`config.mk`:
```
export PLATFORM = sky130hd
export DESIGN_NAME = divider_flat
export DESIGN_NICKNAME = d
export VERILOG_FILES = /design/src/rtl/divider_if.sv /design/src/rtl/divider.sv /design/src/flat_wrapper.sv
export SDC_FILE = /design/constraint.sdc
export NUM_CORES = 1
export LEC_CHECK = 0
export BUFFER_PORTS_ARGS = -buffer_cell sky130_fd_sc_hd__buf_4
export CAP_MARGIN = 40
export CORE_UTILIZATION = 50
export CTS_CLUSTER_DIAMETER = 120
export CTS_CLUSTER_SIZE = 28
export DETAILED_ROUTE_END_ITERATION = 10
export PLACE_DENSITY = 0.79
export SYNTH_ARGS = -nofsm -noshare
export SYNTH_HDL_FRONTEND = slang
export SYNTH_SLANG_ARGS = --single-unit
```
`constraint.sdc`:
```
create_clock -name clk -period 12.63 [get_ports clk]
set_input_delay 0.6315 -clock clk [delete_from_list [all_inputs] [get_ports clk]]
set_output_delay 0.6315 -clock clk [all_outputs]
set_load 0.1 [all_outputs]
```
`src/rtl/divider_if.sv`:
```
// Handshake bundle between the CDF accumulator and the scaling divider.
// The master side issues start strobes; the slave side returns the grey level.
interface divider_if;
   logic       enable;
   logic [7:0] cdf_in;
   logic [7:0] g_out;
   logic       ready_g_out;

   modport master (output enable, output cdf_in, input g_out, input ready_g_out);
   modport slave  (input enable, input cdf_in, output g_out, output ready_g_out);
endinterface

```
`src/rtl/divider.sv`:
```
// Sequential scaling divider: g_out = min(255, floor(cdf_in * SCALE / DIVISOR)).
// One restoring radix-2 step per cycle, 16 BUSY cycles per result.
module divider #(
   parameter int unsigned SCALE   = 255,
   parameter int unsigned DIVISOR = 64
) (
   input  logic      clk,
   input  logic      reset,
   divider_if.slave  bus
);
   localparam logic [15:0] SCALE_W = 16'(SCALE);
   localparam logic [16:0] DIV_W   = 17'(DIVISOR);

   typedef enum logic {IDLE, BUSY} state_t;

   state_t      state, state_next;
   logic [15:0] dividend;
   logic [16:0] remainder;
   logic [15:0] quotient;
   logic [3:0]  count;

   logic        start, step, last;
   logic [16:0] r_shift, rem_next;
   logic [15:0] quo_next;
   logic        fits;

   always_ff @(posedge clk) begin
      if (reset) state <= IDLE;
      else       state <= state_next;
   end

   always_comb begin
      state_next = state;
      case (state)
         IDLE: if (bus.enable) state_next = BUSY;
         BUSY: if (count == 4'd0) state_next = IDLE;
         default: state_next = IDLE;
      endcase
   end

   always_comb begin
      start = (state == IDLE) && bus.enable;
      step  = (state == BUSY);
      last  = step && (count == 4'd0);
   end

   // Remainder stays below DIVISOR, so dropping its top bit before the shift loses nothing.
   always_comb begin
      r_shift  = 17'({remainder, dividend[count]});
      fits     = (r_shift >= DIV_W);
      rem_next = fits ? (r_shift - DIV_W) : r_shift;
      quo_next = quotient;
      quo_next[count] = fits;
   end

   always_ff @(posedge clk) begin
      if (reset) begin
         dividend        <= '0;
         remainder       <= '0;
         quotient        <= '0;
         count           <= '0;
         bus.g_out       <= '0;
         bus.ready_g_out <= 1'b0;
      end else begin
         bus.ready_g_out <= 1'b0;
         if (start) begin
            dividend  <= 16'(bus.cdf_in) * SCALE_W;
            remainder <= '0;
            quotient  <= '0;
            count     <= 4'd15;
         end else if (step) begin
            remainder <= rem_next;
            quotient  <= quo_next;
            count     <= count - 4'd1;
            if (last) begin
               bus.g_out       <= (quo_next[15:8] != 8'd0) ? 8'hFF : quo_next[7:0];
               bus.ready_g_out <= 1'b1;
            end
         end
      end
   end
endmodule

```
`src/flat_wrapper.sv`:
```
// flat-port wrapper written by rule: the top's interface ports become plain ports
module divider_flat 
#(
   parameter int unsigned SCALE   = 255,
   parameter int unsigned DIVISOR = 64
)
  (clk, reset, bus_enable, bus_cdf_in, bus_g_out, bus_ready_g_out);
  divider_if bus_i ();
  input  logic clk;
  input  logic reset;
  input wire logic [$bits(bus_i.enable)-1:0] bus_enable;
  input wire logic [$bits(bus_i.cdf_in)-1:0] bus_cdf_in;
  output wire logic [$bits(bus_i.g_out)-1:0] bus_g_out;
  output wire logic [$bits(bus_i.ready_g_out)-1:0] bus_ready_g_out;
  assign bus_i.enable = bus_enable;
  assign bus_i.cdf_in = bus_cdf_in;
  assign bus_g_out = bus_i.g_out;
  assign bus_ready_g_out = bus_i.ready_g_out;
  divider #(.SCALE(SCALE), .DIVISOR(DIVISOR)) u_core (.clk(clk), .reset(reset), .bus(bus_i));
endmodule
```
==> flow_metrics.tcl, run 1 <==
set metrics [dict create \
    dp.final_hpwl_um 6730 \
    fin_setup_tns_ns 0 \
    clk_pin_slew_ns 0.06 \
    port_buffers 19 \
    hold_ws_ns 0.456 \
    clock_sinks 61 \
    clockBufferDepth 2 \
    cts_made_buffers 9 \
    area_growth_pct 9.93 \
    dp_slack_ns 7.74 \
    die_y_um 95.9 \
    grt_usage_pct 21.9 \
    final_cell_mix "64 x inv_1, 61 x dfxtp_1, 55 x nor2_1, 44 x ha_1, 37 x a21oi_1" \
    finalWeightedCongestion 0.866 \
    layout_commonest_cell "inv_1" \
    drc 0 \
    crit_path_start_kind "input pin" \
    worstHoldPathType "reg -> reg" \
    worstRegToRegCells 7 \
    grt.overflow.total 0 \
    status "finished, final reports clean" \
    synth-edff-count 0 \
    syn_inst 509 \
    tightestPinTransition_ns 0.597 \
    cts_hold_buf 0 \
    core_sq_um 8380 \
    via_per_inst 5.52 \
    synth_ff_type "dfxtp_1" \
    fin_ws_ns 8.05 \
    die_area_sq_um 9200 \
    num_rows 33 \
    fin_crit_sh_pct 36.3 \
    slew_violations 0 \
    synth_area_sq_um 4410 \
    synthesis.nets 593 \
    relSlewSlack_pct 60.2 \
    drive_gt1_share_pct 8.67 \
    antenna_found_initial 0 \
    synth_area_per_cell_sq_um 8.66 \
    drv_cap 0 \
    end_kind "flip-flop" \
    cp_max_fo 6 \
    wire_per_inst_um 14.2 \
    antenna_cells 0 \
    leakage_nw 2.16 \
    totalWireLength_um 8840 \
    required_ns 12.86 \
    drt_pre_antenna_iters 4 \
    min_period_ns 4.58 \
    clk_root_buffer_cell "clkbuf_8" \
    grt_pass1_vias 3425 \
    grt_pass1_wl_um 15500 \
    setup_viol 0 \
    drt_iter0_markers 153 \
    hold_violations 0 \
    worstSetupPathType "in -> reg" \
    io_pins 20 \
    cts_resized 0 \
    yosysUniqueCellTypes 43 \
    initial_core_util_pct 52.6 \
    ys_seq_area_share_pct 27.7 \
    regToRegSetupSlack_ns 9.75 \
    fmax_mhz 218 \
    critPathLaunch "bus_cdf_in[0]" \
    reg2reg_to "u_core.remainder[11]" \
    worstPathArrival_ns 4.81 \
    synth_seq_cells 61 \
    rsz0062_at_grt "false" \
    cts_tree "done" \
    r2r_start "u_core.count[2]" \
    async_flop_share_pct 0 \
    grt_max_degree 44 \
    vias 3446 \
    worstSetupEndpoint "u_core.dividend[15]" \
    die_w_um 95.9 \
    clock_skew_ns 0.00715 \
    vdd_drop_max_uv 161 \
    route.antenna.remaining_nets 0 \
    cts_max_level 3 \
    clkLatencyLatePin_ns 0.34 \
    yosysWarningCount 0 \
    final_util_pct 57.8 \
    layout.nets 598 \
    cts_setup_buffers 0 \
    p_per_area_nw_per_um2 190 \
]
==> worst max-delay path: stages <==
cell      delay, ns
buf_4          0.14
fa_1           0.58
xor2_1         0.22
ha_1           0.19
a21o_1         0.16
fa_1           0.51
inv_1          0.06
fa_1           0.53
inv_1          0.04
ha_1           0.25
or3_1          0.39
o31ai_1        0.36
a211oi_1       0.15
or3_1          0.34
a32o_1         0.26
==> power by group <==
part / total (W) / internal (W) / switching (W) / leakage [nW]
clock: 0.000222 / 0.000147 / 0.0000741 / 0.130
sequential: 0.000231 / 0.000214 / 0.0000165 / 0.498
combinational: 0.000468 / 0.000198 / 0.000270 / 1.53
total: 0.000920 / 0.000560 / 0.000361 / 2.16
==> final cells by class <==
cell class / instances / area, sq um
multi-input combinational: 355 / 2810
sequential: 61 / 1220
inverter: 64 / 240
clock inverter: 3 / 90.1
fill: 722 / 3540
tap: 105 / 131
clock buffer: 13 / 169
timing repair buffer: 23 / 180
==> metrics by stage <==
step           total power (W)  cells  cell area (sq um)
5_1_grt                0.00100    624               4850
3_3_place_gp          0.000677    607               4570
2_1_floorplan         0.000604    509               4410
3_5_place_dp          0.000697    608               4590
4_1_cts               0.000923    624               4850
6_report              0.000920    624               4850
==> cell families (layout without fill, tap and decap cells) <==
kind of cell | after synthesis | count (layout) | share of synthesized area [%]
buf+inv | 93 | 103 | 8.46
mux | 17 | 17 | 5.28
xor+xnor | 15 | 15 | 2.98
simple gates | 160 | 160 | 17.0
flops | 61 | 61 | 27.7
compound gates | 90 | 90 | 12.9
fa+ha+maj | 73 | 73 | 25.7
==> synth_stat cells, drive strengths merged (2+ instances only) <==
library cell | number | area share (%)
nor3b | 3 | 0.51
a31oi | 2 | 0.28
nand4b | 2 | 0.40
and3 | 3 | 0.43
nor3 | 26 | 3.0
o211ai | 4 | 0.79
ha | 44 | 12
o31ai | 2 | 0.34
o21a | 4 | 0.68
xor2 | 7 | 1.4
nor2 | 55 | 4.7
nand3b | 3 | 0.51
mux2i | 12 | 2.7
nor4 | 2 | 0.28
and2 | 2 | 0.28
nand2 | 36 | 3.1
mux4 | 5 | 2.6
dfxtp | 61 | 28
nor2b | 4 | 0.57
clkbuf | 22 | 1.9
xnor2 | 8 | 1.6
o21ai | 12 | 1.4
nand2b | 8 | 1.1
a211oi | 21 | 3.7
a211o | 3 | 0.60
nor4b | 3 | 0.60
nand3 | 10 | 1.1
buf | 7 | 1.1
or3 | 2 | 0.28
fa | 29 | 13
inv | 64 | 5.4
a21oi | 37 | 4.2
a21o | 2 | 0.34
==> how the worst min path moves through the flow <==
stage | from | to | slack (ns) | depth (start not counted)
2_1_floorplan | u_core.dividend[10] | u_core.dividend[10] | 0.43 | 2
3_3_place_gp | u_core.dividend[5] | u_core.dividend[5] | 0.44 | 2
3_5_place_dp | u_core.dividend[3] | u_core.dividend[3] | 0.45 | 2
4_1_cts | u_core.dividend[8] | u_core.dividend[8] | 0.46 | 2
5_1_grt | u_core.dividend[1] | u_core.dividend[1] | 0.47 | 2
6_report | u_core.dividend[1] | u_core.dividend[1] | 0.46 | 2
==> metal layers <==
layer	global-route usage [%]	part of all wire (%)	vias to the layer above
li1	-	-	1711
met1	28.0	47	1670
met2	37.4	50	61
met3	5.29	3.2	4
met4	4.73	0.53	0
met5	0	0	-
==> sequential cells by signal (all words and copies together), names as in the netlist <==
name,cells
u_core.bus.g_out,8
u_core.bus.ready_g_out,1
u_core.count,4
u_core.dividend,16
u_core.quotient,15
u_core.remainder,16
u_core.state,1
No activity file was read; power rests on OpenSTA's default activity.
==> run 2, diff against run 1 <==
clock period = 4.4 ns   (was 12.63 ns; I/O delays follow)
==> run 2 against run 1 <==
Global-route usage grew 0.32 points. Via count up 0.12%. Combinational power rose to 2.9 times the previous value. Final cell count up 0.64%. Clock skew is 0.0031 ns lower. Setup slack worse by 7.8 ns. First-iteration DRC count increased by 14%. Clock power increased by 140%. Critical path type unchanged. Critical endpoint unchanged. Largest cell class unchanged.
==> flow_metrics.tcl, run 2 (same netlist as run 1, synthesis figures left out) <==
set metrics [dict create \
    status "finished, final reports clean" \
    grt.overflow.total 0 \
    dp_slack_ns -0.0605 \
    fin_cells 628 \
    hold_ws_ns 0.195 \
    clk_pin_slew_ns 0.06 \
    clock_skew_ns 0.00408 \
    end_kind "flip-flop" \
    clkLatencyLatePin_ns 0.35 \
    via_per_inst 5.49 \
    switching_power_w 0.00104 \
    crit_path_start_kind "input pin" \
    comb_power_share_pct 53.5 \
    die_w_um 95.9 \
    port_buffers 19 \
    core_sq_um 8380 \
    cts_made_buffers 9 \
    io_pins 20 \
    clock_sinks 61 \
    die_y_um 95.9 \
    vdd_drop_max_uv 547 \
    internal-power_w 0.00150 \
    min_period_ns 4.12 \
    dp.final_hpwl_um 6750 \
    setup_viol 0 \
    vias 3450 \
    final_cell_mix "64 x inv_1, 61 x dfxtp_1, 55 x nor2_1, 44 x ha_1, 37 x a21oi_1" \
    area_growth_pct 9.54 \
    fin_crit_sh_pct 93.7 \
    relSlewSlack_pct 58.1 \
    fin_ws_ns 0.276 \
    totalWireLength_um 8880 \
    top_regs "u_core.dividend (16), u_core.remainder (16), u_core.quotient (15)" \
    cts_hold_buf 0 \
    cts_tree "done" \
    leakage_nw 2.15 \
    swShare_pct 41.0 \
    num-fill-cells 732 \
    die_area_sq_um 9200 \
    drc 0 \
    antenna_found_initial 0 \
    cts_max_level 3 \
    num_rows 33 \
    finalPower_w 0.00255 \
    antenna_cells 0 \
    p_per_area_nw_per_um2 528 \
    grt_max_degree 44 \
    clk_root_buffer_cell "clkbuf_8" \
    grt_pass1_wl_um 15700 \
    power.share.clock_pct 20.5 \
    rsz0062_at_grt "false" \
    worstSetupPathType "in -> reg" \
    drv_cap 0 \
    drt_pre_antenna_iters 4 \
    tightestPinTransition_ns 0.624 \
    route.antenna.remaining_nets 0 \
    fmax_mhz 242 \
    slew_violations 0 \
    drive_gt1_share_pct 9.37 \
    clockBufferDepth 2 \
    grt_usage_pct 22.2 \
    hold_violations 0 \
    cts_setup_buffers 0 \
    fin_setup_tns_ns 0 \
    finalWeightedCongestion 0.838 \
    power_frac_seq_pct 26.0 \
    worstHoldPathType "in -> reg" \
    layout.nets 602 \
    grt_pass1_vias 3442 \
    cts_resized 0 \
    layout_commonest_cell "inv_1" \
    cp_max_fo 5 \
    wire_per_inst_um 14.1 \
    drt_iter0_markers 174 \
    required_ns 4.64 \
    dpl.cell_count 612 \
    worstPathArrival_ns 4.36 \
    initial_core_util_pct 52.6 \
]
run 2: final timing paths:
| path | startpoint | end | slack [ns] | cells past startpoint |
|---|---|---|---|---|
| worst max-delay path | bus_cdf_in[2] | u_core.dividend[15] | 0.28 | 13 |
| worst max register to register | u_core.count[2] | u_core.bus.g_out[1] | 1.46 | 6 |
| worst min-delay path | bus_enable | u_core.state | 0.19 | 3 |
| worst min register to register | u_core.dividend[9] | u_core.dividend[9] | 0.45 | 2 |
run 2: worst max-delay path, stage by stage:
cell and delay (ns):
buf_4 0.14, fa_1 0.54, fa_1 0.57, inv_1 0.06
fa_1 0.50, fa_1 0.54, inv_1 0.04, ha_1 0.22
or3_1 0.42, o31ai_1 0.35, a211oi_1 0.15, or3_1 0.34
a32o_1 0.26
run 2: power groups by stage:
stage	Clock [W]	Sequential (W)	Combinational, W
global route	0.000558	0.000670	0.00155
CTS	0.000537	0.000661	0.00136
floorplan	0	0.000689	0.00104
global placement	0	0.000669	0.00129
detailed placement	0	0.000673	0.00135
finish	0.000522	0.000662	0.00136
run 2: per-stage QoR:
step	utilization [%]	area, sq um
2_1_floorplan	-	4410
3_3_place_gp	54.9	4600
3_5_place_dp	55.1	4620
4_1_cts	57.6	4830
5_1_grt	57.6	4830
6_report	57.6	4830
run 2: per-layer routing:
layer / GRT usage, % / part of all wire [%] / vias up
met5: 0 / 0 / -
met4: 6.59 / 0.68 / 0
met1: 27.9 / 45 / 1662
met2: 37.9 / 50 / 55
met3: 5.13 / 3.8 / 7
li1: - / - / 1726
run 2: layout make-up:
| class | instances | area (sq um) | area share, % |
|---|---|---|---|
| inverters | 64 | 240 | 4.98 |
| well taps | 105 | 131 | 2.72 |
| multi-input cells | 355 | 2810 | 58.3 |
| clock buffers | 13 | 169 | 3.50 |
| repair buffers | 27 | 210 | 4.35 |
| clock inverters | 3 | 42.5 | 0.881 |
| flip-flops and latches | 61 | 1220 | 25.3 |
==> run 3, diff against run 2 <==
==> constraint.sdc (replaced) <==
create_clock -name clk -period 4.4 [get_ports clk]
set_input_delay 0.44 -clock clk [delete_from_list [all_inputs] [get_ports clk]]
set_output_delay 0.44 -clock clk [all_outputs]
set_load 0.1 [all_outputs]
==> run 3 against run 2 <==
First-iteration DRC count is 22% higher. Global-route usage down 0.19 points. Wire length rose by 2.3%. Highest routed layer unchanged.
==> flow_metrics.tcl, run 3 (same netlist as run 1, synthesis figures left out) <==
set metrics [dict create \
    drive_gt1_share_pct 12.1 \
    clock_skew_ns 0.00853 \
    placed_area_sq_um 4720 \
    relSlewSlack_pct 56.6 \
    status "finished, final reports clean" \
    drc 0 \
    die_y_um 95.9 \
    cpMostUsedCell "fa_1" \
    hold_path.startpoint "bus_enable" \
    dp.final_hpwl_um 6770 \
    clock_sinks 61 \
    crit_path_start_kind "input pin" \
    initial_core_util_pct 52.6 \
    final_area_sq_um 4940 \
    crit_slowest_cell "fa_1" \
    clkLatencyLatePin_ns 0.35 \
    wire_per_inst_um 14.2 \
    cp_max_fo 3 \
    core_sq_um 8380 \
    cts_max_level 3 \
    layout.nets 616 \
    path_cells "buf_4 > fa_1 > fa_1 > fa_1 > inv_1 > fa_1 > inv_1 > ha_1 > or3_1 > o31ai_1 > a211oi_1 > or3_1 > a32o_1" \
    hold_ws_ns 0.444 \
    clk_root_buffer_cell "clkbuf_8" \
    finalPower_w 0.00264 \
    final_util_pct 58.9 \
    vias 3551 \
    grt_max_degree 44 \
    worstPathArrival_ns 4.51 \
    r2r_start "u_core.count[2]" \
    p_per_area_nw_per_um2 534 \
    port_buffers 19 \
    leakage_nw 2.23 \
    reg2reg_to "u_core.bus.g_out[3]" \
    clockBufferDepth 2 \
    tightestPinTransition_ns 0.646 \
    die_area_sq_um 9200 \
    worstSetupPathType "in -> reg" \
    num_rows 33 \
    min_path_cells 3 \
    area_growth_pct 12.0 \
    hold_violations 0 \
    grt_pass1_wl_um 15600 \
    grt_usage_pct 22.0 \
    cts_made_buffers 9 \
    drt_iter0_markers 213 \
    end_kind "flip-flop" \
    antenna_found_initial 0 \
    drt_pre_antenna_iters 4 \
    fmax_mhz 234 \
    antenna_cells 0 \
    grt.overflow.total 0 \
    clk_pin_slew_ns 0.06 \
    cts_setup_buffers 0 \
    grt_pass1_vias 3521 \
    vdd_drop_max_uv 497 \
    holdPathEnd "u_core.state" \
    worstHoldPathType "in -> reg" \
    required_ns 4.64 \
    io_pins 20 \
    die_w_um 95.9 \
    drv_cap 0 \
    finalWeightedCongestion 0.833 \
    num-fill-cells 724 \
    route.antenna.remaining_nets 0 \
    regToRegSetupSlack_ns 1.42 \
    fin_setup_tns_ns 0 \
    slew_violations 0 \
    layout_commonest_cell "inv_1" \
    cts_tree "done" \
    setup_viol 0 \
    fin_crit_sh_pct 97.1 \
    totalWireLength_um 9090 \
    max_stage_delay_ns 0.55 \
    final_cell_mix "64 x inv_1, 61 x dfxtp_1, 55 x nor2_1, 44 x ha_1, 40 x buf_4" \
    min_period_ns 4.27 \
    via_per_inst 5.53 \
    top_regs "u_core.dividend (16), u_core.remainder (16), u_core.quotient (15)" \
    worstRegToRegCells 6 \
]
-- run 3: cell types whose count changed in the layout (fill, tap and decap cells not counted) --
cell / previous run / this run
buf_4: 26 / 40
clkbuf_1: 1 / 0
clkinv_2: 1 / 3
a2111oi_0: 1 / 0
clkinvlp_4: 1 / 0
a2111oi_2: 0 / 1
-- run 3: repair_timing --
action	in CTS	in global routing
endpoints found under the setup margin	0	1
gates resized for setup	0	2
hold buffers	0	0
-- run 3: stage by stage --
step	std cells	worst slack, ns
after global routing	642	-0.00435
after global placement	625	-0.102
after CTS	642	0.153
after detailed placement	626	-0.204
after floorplan	509	0.165
final	642	0.129
-- run 3: worst max-delay path by stage --
stage | start | end | slack (ns)
floorplan | bus_cdf_in[1] | u_core.dividend[15] | 0.17
global placement | bus_cdf_in[2] | u_core.dividend[15] | -0.10
detailed placement | bus_cdf_in[1] | u_core.dividend[15] | -0.20
CTS | bus_cdf_in[1] | u_core.dividend[15] | 0.15
global route | bus_cdf_in[1] | u_core.dividend[15] | -0.004
finish | bus_cdf_in[1] | u_core.dividend[15] | 0.13
-- run 3: final cells by class --
| cell class | count | area (sq um) | share of cell area [%] |
|---|---|---|---|
| multi-input combinational | 355 | 2820 | 57.1 |
| sequential | 61 | 1220 | 24.7 |
| timing repair buffer | 41 | 315 | 6.38 |
| inverter | 64 | 240 | 4.86 |
| clock buffer | 12 | 165 | 3.34 |
| tap | 105 | 131 | 2.66 |
| clock inverter | 4 | 45.0 | 0.912 |
-- run 3: power breakdown --
group / internal [W] / total, W / switching [W]
Clock: 0.000305 / 0.000521 / 0.000217
Combinational: 0.000650 / 0.00145 / 0.000804
Sequential: 0.000614 / 0.000660 / 0.0000457
-- run 3: critical path: cells and delay by family --
family,cells,cell delay [ns]
adder cells (fa/ha/maj),5,2.37
buffers and inverters,3,0.23
AND/OR/NAND/NOR,2,0.70
AO/OA/AOI/OAI,3,0.77
-- run 3: metal layers --
layer / up-vias / GRT usage, % / share of wire [%]
li1: 1746 / - / -
met3: 14 / 5.29 / 3.8
met2: 65 / 37.6 / 49
met1: 1726 / 27.8 / 46
met5: - / 0 / 0
met4: 0 / 5.72 / 1.2
